## config.mk

```make
export PLATFORM = sky130hd
export DESIGN_NAME = issue_ctrl_flat
export DESIGN_NICKNAME = d
export VERILOG_FILES = /design/src/rtl/issue_ctrl_pkg.sv /design/src/rtl/issue_ctrl_if.sv /design/src/rtl/issue_ctrl_scoreboard.sv /design/src/rtl/issue_ctrl.sv /design/src/flat_wrapper.sv
export SDC_FILE = /design/constraint.sdc
export NUM_CORES = 1
export LEC_CHECK = 0
export ABC_CLOCK_PERIOD_IN_PS = 6220
export BUFFER_PORTS_ARGS = -buffer_cell sky130_fd_sc_hd__buf_2
export CAP_MARGIN = 40
export CORE_MARGIN = 2
export CORE_UTILIZATION = 38
export CTS_BUF_LIST = sky130_fd_sc_hd__clkbuf_4
export DETAILED_ROUTE_END_ITERATION = 10
export SYNTH_ARGS = -nofsm -noshare
export SYNTH_HDL_FRONTEND = slang
export SYNTH_SLANG_ARGS = --single-unit
```

## constraint.sdc

```tcl
create_clock -name clk -period 6.22 [get_ports clk]
set_input_delay 1.244 -clock clk [delete_from_list [all_inputs] [get_ports clk]]
set_output_delay 1.244 -clock clk [all_outputs]
set_load 0.03 [all_outputs]
```

## src/rtl/issue_ctrl_pkg.sv

```systemverilog
// Shared types and constants for the decode-to-X issue controller.
package issue_ctrl_pkg;

    localparam int          REG_IDX_W = 5;
    localparam logic [31:0] RESET_PC  = 32'h8000_0000;

    typedef enum logic [1:0] {
        ST_RUN    = 2'd0,
        ST_SERIAL = 2'd1,
        ST_FLUSH  = 2'd2
    } state_t;

endpackage

```

## src/rtl/issue_ctrl_if.sv

```systemverilog
// Decode / X-buffer / writeback / redirect signal bundle of the issue controller.
// master = pipeline environment, slave = issue controller.
interface issue_ctrl_if;
    import issue_ctrl_pkg::*;

    logic                 dec_valid_i;
    logic                 dec_ready_o;
    logic [REG_IDX_W-1:0] dec_rs1_i;
    logic [REG_IDX_W-1:0] dec_rs2_i;
    logic                 dec_use_rs1_i;
    logic                 dec_use_rs2_i;
    logic [REG_IDX_W-1:0] dec_rd_i;
    logic                 dec_rd_wen_i;
    logic                 dec_serial_i;
    logic                 x_valid_o;
    logic                 x_ready_i;
    logic                 wb_valid_i;
    logic [REG_IDX_W-1:0] wb_rd_i;
    logic                 wb_rd_wen_i;
    logic                 redir_valid_i;
    logic [31:0]          redir_pc_i;
    logic                 flush_o;
    logic [31:0]          flush_pc_o;
    logic                 busy_o;

    modport master (
        output dec_valid_i, dec_rs1_i, dec_rs2_i, dec_use_rs1_i, dec_use_rs2_i,
               dec_rd_i, dec_rd_wen_i, dec_serial_i, x_ready_i,
               wb_valid_i, wb_rd_i, wb_rd_wen_i, redir_valid_i, redir_pc_i,
        input  dec_ready_o, x_valid_o, flush_o, flush_pc_o, busy_o
    );

    modport slave (
        input  dec_valid_i, dec_rs1_i, dec_rs2_i, dec_use_rs1_i, dec_use_rs2_i,
               dec_rd_i, dec_rd_wen_i, dec_serial_i, x_ready_i,
               wb_valid_i, wb_rd_i, wb_rd_wen_i, redir_valid_i, redir_pc_i,
        output dec_ready_o, x_valid_o, flush_o, flush_pc_o, busy_o
    );

endinterface

```

## src/rtl/issue_ctrl_scoreboard.sv

```systemverilog
// Pending-write scoreboard: one saturating counter per register plus a
// global in-flight counter, with combinational lookups for hazard checks.
module issue_scoreboard
    import issue_ctrl_pkg::*;
#(
    parameter int NR_REGS = 32,
    parameter int CNT_W   = 2,
    parameter int INFL_W  = 4
) (
    input  logic                 clk,
    input  logic                 rst_n,
    input  logic                 inc_en,
    input  logic [REG_IDX_W-1:0] inc_idx,
    input  logic                 dec_en,
    input  logic [REG_IDX_W-1:0] dec_idx,
    input  logic                 infl_inc,
    input  logic                 infl_dec,
    input  logic [REG_IDX_W-1:0] look_rs1,
    input  logic [REG_IDX_W-1:0] look_rs2,
    input  logic [REG_IDX_W-1:0] look_rd,
    output logic [CNT_W-1:0]     cnt_rs1,
    output logic [CNT_W-1:0]     cnt_rs2,
    output logic [CNT_W-1:0]     cnt_rd,
    output logic                 infl_full,
    output logic                 busy,
    output logic                 drained
);
    localparam logic [CNT_W-1:0] CNT_MAX = {CNT_W{1'b1}};

    logic [NR_REGS-1:0][CNT_W-1:0] cnt;
    logic [NR_REGS-1:0]            up, dn;
    logic [INFL_W-1:0]             infl;
    logic                          reg_underflow;

    // Per-register increment/decrement strobes; x0 never tracked.
    always_comb begin
        up            = '0;
        dn            = '0;
        reg_underflow = 1'b0;
        for (int r = 1; r < NR_REGS; r++) begin
            up[r] = inc_en && (inc_idx == REG_IDX_W'(r));
            dn[r] = dec_en && (dec_idx == REG_IDX_W'(r));
            if (dn[r] && !up[r] && cnt[r] == '0)
                reg_underflow = 1'b1;
        end
    end

    // Register counters: same-cycle inc and dec cancel; saturate at both ends.
    always_ff @(posedge clk) begin
        if (!rst_n) begin
            cnt <= '0;
        end else begin
            for (int r = 0; r < NR_REGS; r++) begin
                if (up[r] && !dn[r] && cnt[r] != CNT_MAX)
                    cnt[r] <= cnt[r] + 1'b1;
                else if (dn[r] && !up[r] && cnt[r] != '0)
                    cnt[r] <= cnt[r] - 1'b1;
            end
        end
    end

    // In-flight counter: issue adds, retirement subtracts, never wraps.
    always_ff @(posedge clk) begin
        if (!rst_n)
            infl <= '0;
        else if (infl_inc && !infl_dec && !infl_full)
            infl <= infl + 1'b1;
        else if (infl_dec && !infl_inc && infl != '0)
            infl <= infl - 1'b1;
    end

    // Retiring more than was issued means the writeback side is broken.
    always_ff @(posedge clk) begin
        if (rst_n) begin
            assert (!(infl_dec && !infl_inc && infl == '0));
            assert (!reg_underflow);
        end
    end

    assign cnt_rs1   = cnt[look_rs1];
    assign cnt_rs2   = cnt[look_rs2];
    assign cnt_rd    = cnt[look_rd];
    assign infl_full = &infl;
    assign busy      = |infl;
    // Pipeline is empty now or becomes empty at this edge.
    assign drained   = (infl == '0) ||
                       (infl == INFL_W'(1) && infl_dec && !infl_inc);

endmodule

```

## src/rtl/issue_ctrl.sv

```systemverilog
// Issue controller: RAW-hazard stall, serialisation of CSR/ecall/mret and
// one-cycle wrong-path flush on redirect.
module issue_ctrl
    import issue_ctrl_pkg::*;
#(
    parameter int NR_REGS = 32,
    parameter int CNT_W   = 2,
    parameter int INFL_W  = 4
) (
    input  logic         clk,
    input  logic         rst_n,
    issue_ctrl_if.slave  bus
);
    localparam logic [CNT_W-1:0] CNT_MAX = {CNT_W{1'b1}};

    state_t           state, state_nxt;
    logic [CNT_W-1:0] cnt_rs1, cnt_rs2, cnt_rd;
    logic             infl_full, busy, drained;
    logic             hazard, go, x_valid, dec_ready, issue;
    logic             sb_inc, sb_dec, redir_take;
    logic             flush_q;
    logic [31:0]      flush_pc_q;

    issue_scoreboard #(
        .NR_REGS (NR_REGS),
        .CNT_W   (CNT_W),
        .INFL_W  (INFL_W)
    ) u_sb (
        .clk       (clk),
        .rst_n     (rst_n),
        .inc_en    (sb_inc),
        .inc_idx   (bus.dec_rd_i),
        .dec_en    (sb_dec),
        .dec_idx   (bus.wb_rd_i),
        .infl_inc  (issue),
        .infl_dec  (bus.wb_valid_i),
        .look_rs1  (bus.dec_rs1_i),
        .look_rs2  (bus.dec_rs2_i),
        .look_rd   (bus.dec_rd_i),
        .cnt_rs1   (cnt_rs1),
        .cnt_rs2   (cnt_rs2),
        .cnt_rd    (cnt_rd),
        .infl_full (infl_full),
        .busy      (busy),
        .drained   (drained)
    );

    // RAW on sources, WAW counter headroom on rd, and global in-flight limit.
    assign hazard = (bus.dec_use_rs1_i && bus.dec_rs1_i != '0 && cnt_rs1 != '0) ||
                    (bus.dec_use_rs2_i && bus.dec_rs2_i != '0 && cnt_rs2 != '0) ||
                    (bus.dec_rd_wen_i  && bus.dec_rd_i  != '0 && cnt_rd == CNT_MAX) ||
                    infl_full;

    assign go = bus.dec_valid_i && !hazard && !bus.redir_valid_i &&
                !(bus.dec_serial_i && busy);

    // Next state and handshake; a redirect always beats issue and serial wait.
    always_comb begin
        state_nxt = state;
        x_valid   = 1'b0;
        dec_ready = 1'b0;
        case (state)
            ST_RUN: begin
                x_valid   = go;
                dec_ready = go && bus.x_ready_i;
                if (bus.redir_valid_i)
                    state_nxt = ST_FLUSH;
                else if (bus.dec_valid_i && bus.dec_serial_i && busy)
                    state_nxt = ST_SERIAL;
            end
            ST_SERIAL: begin
                if (bus.redir_valid_i)
                    state_nxt = ST_FLUSH;
                else if (drained)
                    state_nxt = ST_RUN;
            end
            ST_FLUSH: begin
                dec_ready = 1'b1;
                state_nxt = ST_RUN;
            end
            default: state_nxt = ST_RUN;
        endcase
    end

    assign redir_take = bus.redir_valid_i && state != ST_FLUSH;

    // State, flush pulse and latched redirect target.
    always_ff @(posedge clk) begin
        if (!rst_n) begin
            state      <= ST_RUN;
            flush_q    <= 1'b0;
            flush_pc_q <= RESET_PC;
        end else begin
            state   <= state_nxt;
            flush_q <= (state_nxt == ST_FLUSH);
            if (redir_take)
                flush_pc_q <= bus.redir_pc_i;
        end
    end

    assign bus.x_valid_o   = rst_n && x_valid;
    assign bus.dec_ready_o = rst_n && dec_ready;
    assign bus.flush_o     = flush_q;
    assign bus.flush_pc_o  = flush_pc_q;
    assign bus.busy_o      = busy;

    assign issue  = bus.x_valid_o && bus.x_ready_i;
    assign sb_inc = issue && bus.dec_rd_wen_i && bus.dec_rd_i != '0;
    assign sb_dec = bus.wb_valid_i && bus.wb_rd_wen_i && bus.wb_rd_i != '0;

endmodule
```

## src/flat_wrapper.sv

```systemverilog
// flat-port wrapper written by rule: the top's interface ports become plain ports
module issue_ctrl_flat import issue_ctrl_pkg::*;
#(
    parameter int NR_REGS = 32,
    parameter int CNT_W   = 2,
    parameter int INFL_W  = 4
)
  (clk, rst_n, bus_dec_valid_i, bus_dec_rs1_i, bus_dec_rs2_i, bus_dec_use_rs1_i, bus_dec_use_rs2_i, bus_dec_rd_i, bus_dec_rd_wen_i, bus_dec_serial_i, bus_x_ready_i, bus_wb_valid_i, bus_wb_rd_i, bus_wb_rd_wen_i, bus_redir_valid_i, bus_redir_pc_i, bus_dec_ready_o, bus_x_valid_o, bus_flush_o, bus_flush_pc_o, bus_busy_o);
  issue_ctrl_if bus_i ();
  input  logic clk;
  input  logic rst_n;
  input wire logic [$bits(bus_i.dec_valid_i)-1:0] bus_dec_valid_i;
  input wire logic [$bits(bus_i.dec_rs1_i)-1:0] bus_dec_rs1_i;
  input wire logic [$bits(bus_i.dec_rs2_i)-1:0] bus_dec_rs2_i;
  input wire logic [$bits(bus_i.dec_use_rs1_i)-1:0] bus_dec_use_rs1_i;
  input wire logic [$bits(bus_i.dec_use_rs2_i)-1:0] bus_dec_use_rs2_i;
  input wire logic [$bits(bus_i.dec_rd_i)-1:0] bus_dec_rd_i;
  input wire logic [$bits(bus_i.dec_rd_wen_i)-1:0] bus_dec_rd_wen_i;
  input wire logic [$bits(bus_i.dec_serial_i)-1:0] bus_dec_serial_i;
  input wire logic [$bits(bus_i.x_ready_i)-1:0] bus_x_ready_i;
  input wire logic [$bits(bus_i.wb_valid_i)-1:0] bus_wb_valid_i;
  input wire logic [$bits(bus_i.wb_rd_i)-1:0] bus_wb_rd_i;
  input wire logic [$bits(bus_i.wb_rd_wen_i)-1:0] bus_wb_rd_wen_i;
  input wire logic [$bits(bus_i.redir_valid_i)-1:0] bus_redir_valid_i;
  input wire logic [$bits(bus_i.redir_pc_i)-1:0] bus_redir_pc_i;
  output wire logic [$bits(bus_i.dec_ready_o)-1:0] bus_dec_ready_o;
  output wire logic [$bits(bus_i.x_valid_o)-1:0] bus_x_valid_o;
  output wire logic [$bits(bus_i.flush_o)-1:0] bus_flush_o;
  output wire logic [$bits(bus_i.flush_pc_o)-1:0] bus_flush_pc_o;
  output wire logic [$bits(bus_i.busy_o)-1:0] bus_busy_o;
  assign bus_i.dec_valid_i = bus_dec_valid_i;
  assign bus_i.dec_rs1_i = bus_dec_rs1_i;
  assign bus_i.dec_rs2_i = bus_dec_rs2_i;
  assign bus_i.dec_use_rs1_i = bus_dec_use_rs1_i;
  assign bus_i.dec_use_rs2_i = bus_dec_use_rs2_i;
  assign bus_i.dec_rd_i = bus_dec_rd_i;
  assign bus_i.dec_rd_wen_i = bus_dec_rd_wen_i;
  assign bus_i.dec_serial_i = bus_dec_serial_i;
  assign bus_i.x_ready_i = bus_x_ready_i;
  assign bus_i.wb_valid_i = bus_wb_valid_i;
  assign bus_i.wb_rd_i = bus_wb_rd_i;
  assign bus_i.wb_rd_wen_i = bus_wb_rd_wen_i;
  assign bus_i.redir_valid_i = bus_redir_valid_i;
  assign bus_i.redir_pc_i = bus_redir_pc_i;
  assign bus_dec_ready_o = bus_i.dec_ready_o;
  assign bus_x_valid_o = bus_i.x_valid_o;
  assign bus_flush_o = bus_i.flush_o;
  assign bus_flush_pc_o = bus_i.flush_pc_o;
  assign bus_busy_o = bus_i.busy_o;
  issue_ctrl #(.NR_REGS(NR_REGS), .CNT_W(CNT_W), .INFL_W(INFL_W)) u_core (.clk(clk), .rst_n(rst_n), .bus(bus_i));
endmodule
```

==> results of run 1 <==
[registers in the layout (all words and copies together) (netlist names)]
register and count:
u_core.bus.flush_o 1, u_core.state 2, u_core.bus.flush_pc_o 32, u_core.u_sb.infl 4, u_core.u_sb.cnt 62
[final cells by class]
class                   count  area share
multi-input cells         777      0.6073
inverters                  22     0.01017
clock buffers              12     0.01110
repair buffers            111     0.07306
clock inverters             4    0.008940
diodes                      1   0.0003083
well taps                 260     0.04007
flip-flops and latches    101      0.2491
[metrics by stage]
stage / power (mW) / hold WS (ns) / cells / instance area, µm²
final: 1.464 / 0.4596 / 1288 / 8118
after global routing: 1.540 / 0.4775 / 1288 / 8118
after CTS: 1.476 / 0.4628 / 1287 / 8115
after detailed placement: 1.062 / 0.4432 / 1271 / 7953
after global placement: 1.057 / 0.4396 / 1266 / 7910
after floorplan: 0.9522 / 0.4731 / 973 / 7321
[worst paths after layout]
path,slack (ns),to,cells past startpoint,startpoint
worst max-delay path,0.86,bus_dec_ready_o,10,bus_dec_rd_i[0]
worst min-delay path,0.46,u_core.bus.flush_pc_o[26],2,u_core.bus.flush_pc_o[26]
worst max register to register,2.77,u_core.u_sb.cnt[7],10,u_core.u_sb.cnt[45]
worst min register to register,0.46,u_core.bus.flush_pc_o[26],2,u_core.bus.flush_pc_o[26]
[synthesized netlist by cell type (all sizes together), types with 14 or more instances]
master	n
nand2	154
nor3	52
mux4	14
nor4	18
a31oi	19
dfxtp	101
nand3	48
mux2i	24
o21ai	24
nor2b	28
inv	22
a21oi	50
clkbuf	51
nand4	29
a211oi	14
o211ai	19
nor4b	16
buf	22
nor2	68
[report_power, final]
part | total [mW] | leakage [nW] | internal, mW | switching, mW
Sequential | 0.693 | 0.820 | 0.671 | 0.0221
Combinational | 0.361 | 1.99 | 0.118 | 0.243
Clock | 0.410 | 0.0892 | 0.176 | 0.234
[worst reg2reg max path, delay by kind of cell (launching register included)]
family,cells,cell delay (ns)
buf+inv,2,0.57
compound gates,3,0.87
flops,1,0.40
mux,1,0.47
simple gates,4,1.04
[cell families (layout without fill, tap and decap cells)]
family          after synthesis  in the layout  share of synthesized area
compound gates              217            217                     0.2078
xor+xnor                      6              6                   0.007180
fa+ha+maj                     3              3                   0.005128
buf+inv                      95            149                    0.05384
flops                       101            101                     0.2762
mux                          46             46                    0.08819
other cells                   0              1                          0
simple gates                505            505                     0.3616
[metal layers]
layer / vias to the layer above / track usage / wire length (µm)
li1: 3741 / - / -
met3: 59 / 0.05030 / 1892
met4: 0 / 0.09015 / 820
met1: 3693 / 0.3173 / 10500
met2: 328 / 0.3801 / 11380
met5: - / 0 / 0
==> metrics.yaml, run 1 <==
run_status:
  status: "complete, no violations"
layout:
  seqCellArea_um2: 2022
  fillers: 1973
  syn_to_final_growth_pct: 10.89
  final_common_cell: "nand2_1"
  drive_gt1_frac: 0.1733
  multi_input_comb_area_um2: 4930
  final_cell_mix: "154 x nand2_1, 101 x dfxtp_1, 99 x buf_2, 67 x nor2_1"
  nets: 1088
  fin_util: 0.4311
clock_network:
  numCtsBuffers: 9
  tritoncts: "built"
  clk_latency_ns: 0.51
  clk_pin_slew_ns: 0.13
  cts_max_level: 3
  postCtsHoldBufs: 0
  post_cts_buffers: 0
  cts_buffer_depth: 2
  clkSinkCount: 101
  cts_resized: 0
  clockRootBuffer: "clkbuf_4"
logic_synthesis:
  synth_edf_count: 0
  synth_seq_cells: 101
  syn_avg_cell_area_um2: 7.524
  synthCells: 973
  ys_types: 71
  async_flop_share: 0
  synthesis.nets: 1039
  seq_area_frac_synth: 0.2762
  syn-cell-area_um2: 7321
  yosys.area.top_type: "dfxtp_1"
  synthTopCellsByArea: "dfxtp_1 28%, nand2_1 7.9%, mux4_2 4.3%"
  ys_warn_count: 0
  yosys_most_used_dff: "dfxtp_1"
  netlist.area_leader.share: 0.2762
timing:
  slew_headroom: 0.4203
  max_freq_ghz: 0.1867
  fin_crit_sh: 0.8612
  fin_ws_ns: 0.8633
  finalMaxSlewViolations: 0
  fin_setup_tns_ns: 0
  skew_ns: 0.03558
  rsz0062_at_grt: "no"
  setup_viol: 0
  period_needed_ns: 5.357
  finalHoldViolations: 0
  tightest_slew_ns: 0.8643
worst_setup_path:
  start_kind: "input pin"
  crit_fanout: 27
  arrival_ns: 4.11
  cp_slowest_stage_delay_ns: 0.61
  critical_path.cell_chain: "buf_2 > mux4_2 > nand3_1 > o21ai_0 > o21ai_0 > or4b_4 > nor2_2 > a21oi_1 > nor3_1 > buf_2"
  cp_slowest_cell: "or4b_4"
  critPathKind: "input pin to output pin"
  end_kind: "output pin"
  critPathTopFamily: "simple AND/OR/NAND/NOR gates"
  crit_buf_inv: 2
  cp.required_ns: 4.98
power_and_ir_drop:
  max-vdd-ir-drop_v: 0.00008818
  leakage_nw: 2.903
  powerDensity_nw_per_um2: 180.3
global_route:
  grt_max_degree: 51
  antenna_found_initial: 1
  grt_usage: 0.2384
  grt_pass1_vias: 6876
  grt_overflow: 0
  grt_pass1_wl_um: 38160
place:
  place_ws_ns: 0.9011
  place.port_buffers: 98
  gp_congestion: 0.9701
  dp_hpwl_um: 18260
drt:
  ant_nets: 0
  drt_pre_antenna_iters: 5
  wl_per_cell_um: 19.09
  drt_iter0_drc: 778
  via_per_inst: 6.072
  drt_wl_total_um: 24590
  drc: 0
  via_count: 7821
floorplanning:
  die_w_um: 142.8
  fp-row-count: 50
  core_um2: 18830
  dieArea_um2: 20390
  fp.dieH_um: 142.8
  io_pins: 99
  start_util: 0.3888
flow_run:
  max_cap_violations: 0
min_path:
  hold_path_class: "flop to flop"
(Power assumes the default switching activity.)
==> inputs of run 2 (changes only) <==
--- a/config.mk
+++ b/config.mk
@@ -5,13 +5,14 @@
 export SDC_FILE = /design/constraint.sdc
 export NUM_CORES = 1
 export LEC_CHECK = 0
-export ABC_CLOCK_PERIOD_IN_PS = 6220
+export ABC_CLOCK_PERIOD_IN_PS = 4300
 export BUFFER_PORTS_ARGS = -buffer_cell sky130_fd_sc_hd__buf_2
 export CAP_MARGIN = 40
 export CORE_MARGIN = 2
 export CORE_UTILIZATION = 38
 export CTS_BUF_LIST = sky130_fd_sc_hd__clkbuf_4
 export DETAILED_ROUTE_END_ITERATION = 10
+export SLEW_MARGIN = 20
 export SYNTH_ARGS = -nofsm -noshare
 export SYNTH_HDL_FRONTEND = slang
 export SYNTH_SLANG_ARGS = --single-unit
==> constraint.sdc (replaced) <==
create_clock -name clk -period 4.3 [get_ports clk]
set_input_delay 0.86 -clock clk [delete_from_list [all_inputs] [get_ports clk]]
set_output_delay 0.86 -clock clk [all_outputs]
set_load 0.03 [all_outputs]
==> metrics.yaml, run 2 (synthesis results as in run 1) <==
worst_setup_path:
  cp_slowest_cell: "or4b_4"
  start_kind: "input pin"
  cp_slowest_stage_delay_ns: 0.53
  r2r-start: "u_core.u_sb.cnt[47]"
  cp.required_ns: 3.44
  critical_path.cell_chain: "clkbuf_4 > buf_12 > mux4_2 > o22ai_1 > nor4_1 > o21ai_0 > or4b_4 > nor2_4 > a21oi_1 > nor3_4 > buf_2"
  arrival_ns: 3.33
  critPathTopFamily: "simple AND/OR/NAND/NOR gates"
  crit_buf_inv: 3
  critPathLaunch: "bus_dec_rd_i[0]"
  critPathKind: "input pin to output pin"
  end_kind: "output pin"
  crit_fanout: 16
timing:
  tightest_slew_ns: 0.9161
  period_needed_ns: 4.188
  skew_ns: 0.01983
  rsz0062_at_grt: "no"
  fin_setup_tns_ns: 0
  fin_crit_sh: 0.9740
  slew_headroom: 0.3846
  finalHoldViolations: 0
  hold-worst-slack_ns: 0.4632
  fin_ws_ns: 0.1118
  setup_viol: 0
  max_freq_ghz: 0.2388
  finalMaxSlewViolations: 0
layout:
  finish.instance_area_um2: 8315
  final_cell_mix: "154 x nand2_1, 101 x dfxtp_1, 98 x buf_2, 67 x nor2_1"
  final_common_cell: "nand2_1"
  largest-register: "u_core.u_sb.cnt"
  nets: 1113
  largest_reg_flops: 62
  fillers: 1961
  drive_gt1_frac: 0.1939
  syn_to_final_growth_pct: 13.59
global_route:
  grt_pass1_vias: 6779
  antenna_found_initial: 1
  use_met1: 0.3509
  use_met3: 0.04628
  grt_overflow: 0
  grt_usage: 0.2371
  grt_max_degree: 50
  grt-busiest-layer: "met1"
  met2_usage: 0.3462
  grt_pass1_wl_um: 37810
clock_network:
  numCtsBuffers: 9
  postCtsHoldBufs: 0
  tritoncts: "built"
  clk_pin_slew_ns: 0.16
  clkSinkCount: 101
  clk_latency_ns: 0.52
  cts_buffer_depth: 2
  clockRootBuffer: "clkbuf_4"
  cts_max_level: 3
floorplanning:
  dieArea_um2: 20390
  fp.dieH_um: 142.8
  io_pins: 99
  start_util: 0.3888
  core_um2: 18830
  die_w_um: 142.8
  fp-row-count: 50
power_and_ir_drop:
  swShare: 0.3750
  clkPwrFrac: 0.249
  total_power_mw: 2.064
  powerDensity_nw_per_um2: 248.2
  combPwrFrac: 0.264
  power_switching_mw: 0.7740
  max-vdd-ir-drop_v: 0.0001178
  leakage_nw: 3.022
  p_int_mw: 1.290
  sequentialPowerShare: 0.486
drt:
  drc: 0
  drt_iter0_drc: 932
  drt_wl_total_um: 24490
  wl_per_cell_um: 18.65
  via_count: 7905
  drt_pre_antenna_iters: 7
  ant_nets: 0
  via_per_inst: 6.021
run_status:
  status: "complete, no violations"
place:
  gp_congestion: 0.9506
  place_area_um2: 8163
  dp_hpwl_um: 18360
  place_ws_ns: 0.01216
  place.port_buffers: 98
flow_run:
  max_cap_violations: 0
min_path:
  hp-start: "u_core.bus.flush_pc_o[26]"
  hold_path_class: "flop to flop"
## run 2: cell count changes in the layout (fill, tap and decap cells not counted), moves of 2 or more
cell / delta
clkbuf_4: -2
buf_12: +2
buf_4: +21
bufinv_16: -2
inv_6: +3
## run 2: final cells by class
type / count / area, µm² / share of cell area
antenna: 1 / 2.502 / 0.0003009
clock buffer: 9 / 67.56 / 0.008125
clock inverter: 7 / 65.06 / 0.007824
inverter: 22 / 82.58 / 0.009931
multi-input combinational: 777 / 4941 / 0.5942
sequential: 101 / 2022 / 0.2432
tap: 260 / 325.3 / 0.03912
timing repair buffer: 136 / 809.5 / 0.09735
## run 2: worst paths after layout
check | endpoint | slack (ns) | cells past startpoint
setup / recovery | bus_dec_ready_o | 0.11 | 11
hold / removal | u_core.bus.flush_pc_o[26] | 0.46 | 2
setup reg to reg | u_core.u_sb.cnt[7] | 1.10 | 9
hold reg to reg | u_core.bus.flush_pc_o[26] | 0.46 | 2
## run 2: per-stage QoR
stage | std cells | util
after floorplan | 973 | -
after global placement | 1292 | 0.4321
after detailed placement | 1294 | 0.4335
after CTS | 1310 | 0.4405
after global routing | 1313 | 0.4416
final | 1313 | 0.4416
## run 2: power by group through the flow
stage	combinational, mW	sequential (mW)	clock, mW
floorplan	0.331	1.05	0
global placement	0.527	1.02	0
detailed placement	0.536	1.02	0
CTS	0.536	1.00	0.532
global route	0.588	1.01	0.566
finish	0.545	1.00	0.515
## run 2: layer usage
metal	wire length, µm	part of all wire	vias to the layer above
met2	10570	0.43	337
li1	-	-	3796
met4	461	0.019	0
met1	11310	0.46	3733
met3	2145	0.088	39
met5	0	0	-
## run 2: repair_timing
| item | CTS | global route |
|---|---|---|
| gates resized for setup | 0 | 2 |
| endpoints found under the hold margin | 0 | 0 |
| buffers inserted | 0 | 0 |
| setup endpoints to repair | 0 | 1 |
## run 2: worst min-delay path, cell delays in order (launching register included)
cell	delay (ns)
dfxtp_1	0.34
nand2_1	0.05
a21oi_1	0.05
==> inputs of run 3 (changes only) <==
--- a/config.mk
+++ b/config.mk
@@ -5,6 +5,7 @@
 export SDC_FILE = /design/constraint.sdc
 export NUM_CORES = 1
 export LEC_CHECK = 0
+export ABC_AREA = 1
 export ABC_CLOCK_PERIOD_IN_PS = 4300
 export BUFFER_PORTS_ARGS = -buffer_cell sky130_fd_sc_hd__buf_2
 export CAP_MARGIN = 40
==> metrics.yaml, run 3 <==
logic_synthesis:
  yosys.area.top_type: "dfxtp_1"
  ys_warn_count: 0
  ys_types: 38
  synth_common_cells: "409 x nand2_1, 177 x inv_1, 146 x nand3_1"
  synthTopCellsByArea: "dfxtp_1 27%, nand2_1 21%, nand3_1 9.8%"
  netlist.area_leader.share: 0.2710
  seq_area_frac_synth: 0.2710
  syn-cell-area_um2: 7462
  yosysMostFrequentCell: "nand2_1"
  yosys_most_used_dff: "dfxtp_1"
  synthCells: 1298
  synthesis.nets: 1364
  async_flop_share: 0
  syn_avg_cell_area_um2: 5.749
  synth_edf_count: 0
  synth_seq_cells: 101
drt:
  via_per_inst: 4.993
  ant_nets: 0
  wl_per_cell_um: 14.69
  drt_pre_antenna_iters: 7
  drc: 0
  drt_wl_total_um: 24250
  drt_iter0_drc: 822
  via_count: 8244
layout:
  seqCellArea_um2: 2022
  multi_input_comb_area_um2: 4509
  largest_reg_flops: 62
  final_common_cell: "nand2_1"
  fin_util: 0.4307
  final_cell_mix: "409 x nand2_1, 177 x inv_1, 146 x nand3_1, 145 x nor2_1, 110 x a21oi_1"
  nets: 1446
  largest-register: "u_core.u_sb.cnt"
  drive_gt1_frac: 0.1271
  syn_to_final_growth_pct: 11.60
  fillers: 2158
clock_network:
  cts_resized: 0
  cts_buffer_depth: 2
  clkSinkCount: 101
  postCtsHoldBufs: 0
  numCtsBuffers: 9
  cts_max_level: 3
  clockRootBuffer: "clkbuf_4"
  clk_pin_slew_ns: 0.19
  clk_latency_ns: 0.51
  tritoncts: "built"
  post_cts_buffers: 0
worst_setup_path:
  cp_slowest_cell: "buf_2"
  r2r_setup_slack_ns: 1.39
  r2r_end: "u_core.u_sb.cnt[58]"
  critPathKind: "input pin to output pin"
  critPathTopFamily: "simple AND/OR/NAND/NOR gates"
  cp_slowest_stage_delay_ns: 0.34
  critical_path.cell_chain: "buf_2 > inv_1 > nand3_1 > nand2_1 > nor2_1 > nor2_1 > nor2_1 > nand2_1 > nand2_1 > nand2_1 > nand3_1 > nand2_2 > nor3_4 > inv_1 > a211oi_1 > buf_2"
  end_kind: "output pin"
  start_kind: "input pin"
  crit_fanout: 20
  cp_common_cell: "nand2_1"
  crit_buf_inv: 4
  r2r-start: "u_core.u_sb.cnt[16]"
  arrival_ns: 3.03
  r2r_cells: 21
  cp.required_ns: 3.44
global_route:
  grt_max_degree: 47
  grt_overflow: 0
  grt_pass1_vias: 7130
  grt_usage: 0.2330
  antenna_found_initial: 1
  grt_pass1_wl_um: 37650
timing:
  skew_ns: 0.01833
  slew_headroom: 0.5323
  max_freq_ghz: 0.2568
  finalMaxSlewViolations: 0
  rsz0062_at_grt: "no"
  hold-worst-slack_ns: 0.4751
  finalHoldViolations: 0
  setup_viol: 0
  period_needed_ns: 3.894
  fin_crit_sh: 0.9056
  fin_setup_tns_ns: 0
  fin_ws_ns: 0.4059
  tightest_slew_ns: 0.7008
min_path:
  hold_depth: 2
  min_to: "u_core.bus.flush_pc_o[27]"
  hold_path_class: "flop to flop"
  hp-start: "u_core.bus.flush_pc_o[27]"
place:
  place_ws_ns: 0.4378
  gp_congestion: 0.9239
  place.port_buffers: 98
  dp_hpwl_um: 18130
flow_run:
  max_cap_violations: 0
power_and_ir_drop:
  powerDensity_nw_per_um2: 241.9
  max-vdd-ir-drop_v: 0.0002594
  leakage_nw: 3.341
floorplanning:
  fp.dieH_um: 144.1
  core_um2: 19330
  start_util: 0.3859
  dieArea_um2: 20770
  io_pins: 99
  die_w_um: 144.1
  fp-row-count: 51
run_status:
  status: "complete, no violations"
[run 3: cell types whose count changed after synthesis, moves of 15 or more]
cell,change
o211ai_1,-19
nand3_1,+98
nor2_4,+23
inv_1,+157
nor2_1,+77
a21oi_1,+60
a31oi_1,-16
clkbuf_1,-26
nor4b_1,-15
nand2_1,+255
nor2b_1,-28
mux2i_1,-24
nor3_1,-22
[run 3: cell type report]
cell class                 count  share of cell area
inverter                     185             0.08338
clock buffer                   9            0.008113
tap                          265             0.03981
antenna                        1           0.0003005
clock inverter                 7             0.01022
multi-input combinational    970              0.5415
timing repair buffer         113             0.07392
sequential                   101              0.2428
[run 3: worst max path at each step]
stage	from	slack, ns	to	cells past startpoint
global route	bus_dec_rd_i[1]	0.17	bus_dec_ready_o	16
finish	bus_dec_rd_i[1]	0.41	bus_dec_ready_o	16
global placement	bus_dec_rd_i[1]	0.46	bus_dec_ready_o	16
detailed placement	bus_dec_rd_i[1]	0.44	bus_dec_ready_o	16
floorplan	bus_dec_rd_i[1]	0.49	bus_dec_ready_o	11
CTS	bus_dec_rd_i[1]	0.44	bus_dec_ready_o	16
[run 3: metrics by stage]
| step | power (mW) | instance area, µm² | instances |
|---|---|---|---|
| finish | 2.014 | 8328 | 1651 |
| global route | 2.125 | 8328 | 1651 |
| CTS | 2.034 | 8325 | 1650 |
| detailed placement | 1.492 | 8173 | 1634 |
| global placement | 1.489 | 8173 | 1634 |
| floorplan | 1.349 | 7462 | 1298 |
[run 3: where the power goes]
part	switching, mW	leakage [nW]	total (mW)	internal (mW)
clock network	0.402	0.0765	0.541	0.139
registers	0.0251	0.820	0.997	0.972
logic	0.332	2.44	0.476	0.145
total	0.759	3.34	2.01	1.26
[run 3: kinds of logic (layout without fill, tap and decap cells)]
| kind of cell | after synthesis | after routing | synth area share |
|---|---|---|---|
| and+or+nand+nor | 804 | 804 | 0.4857 |
| adders and majority gates | 3 | 3 | 0.005031 |
| other | 0 | 1 | 0 |
| AOI/OAI and AO/OA | 160 | 160 | 0.1095 |
| buffers and inverters | 227 | 314 | 0.1253 |
| xor gates and xnor gates | 3 | 3 | 0.003522 |
| DFF | 101 | 101 | 0.2710 |
[run 3: layer usage]
metal | vias up | share of wire | global-route usage
li1 | 4289 | - | -
met1 | 3677 | 0.47 | 0.3256
met3 | 28 | 0.060 | 0.03675
met5 | - | 0 | 0
met2 | 250 | 0.45 | 0.3679
met4 | 0 | 0.021 | 0.07460
[run 3: worst min-delay path, cell delays in order (launching register included)]
cell and delay, ns:
dfxtp_1 0.35, nand2_1 0.06, a21oi_1 0.05
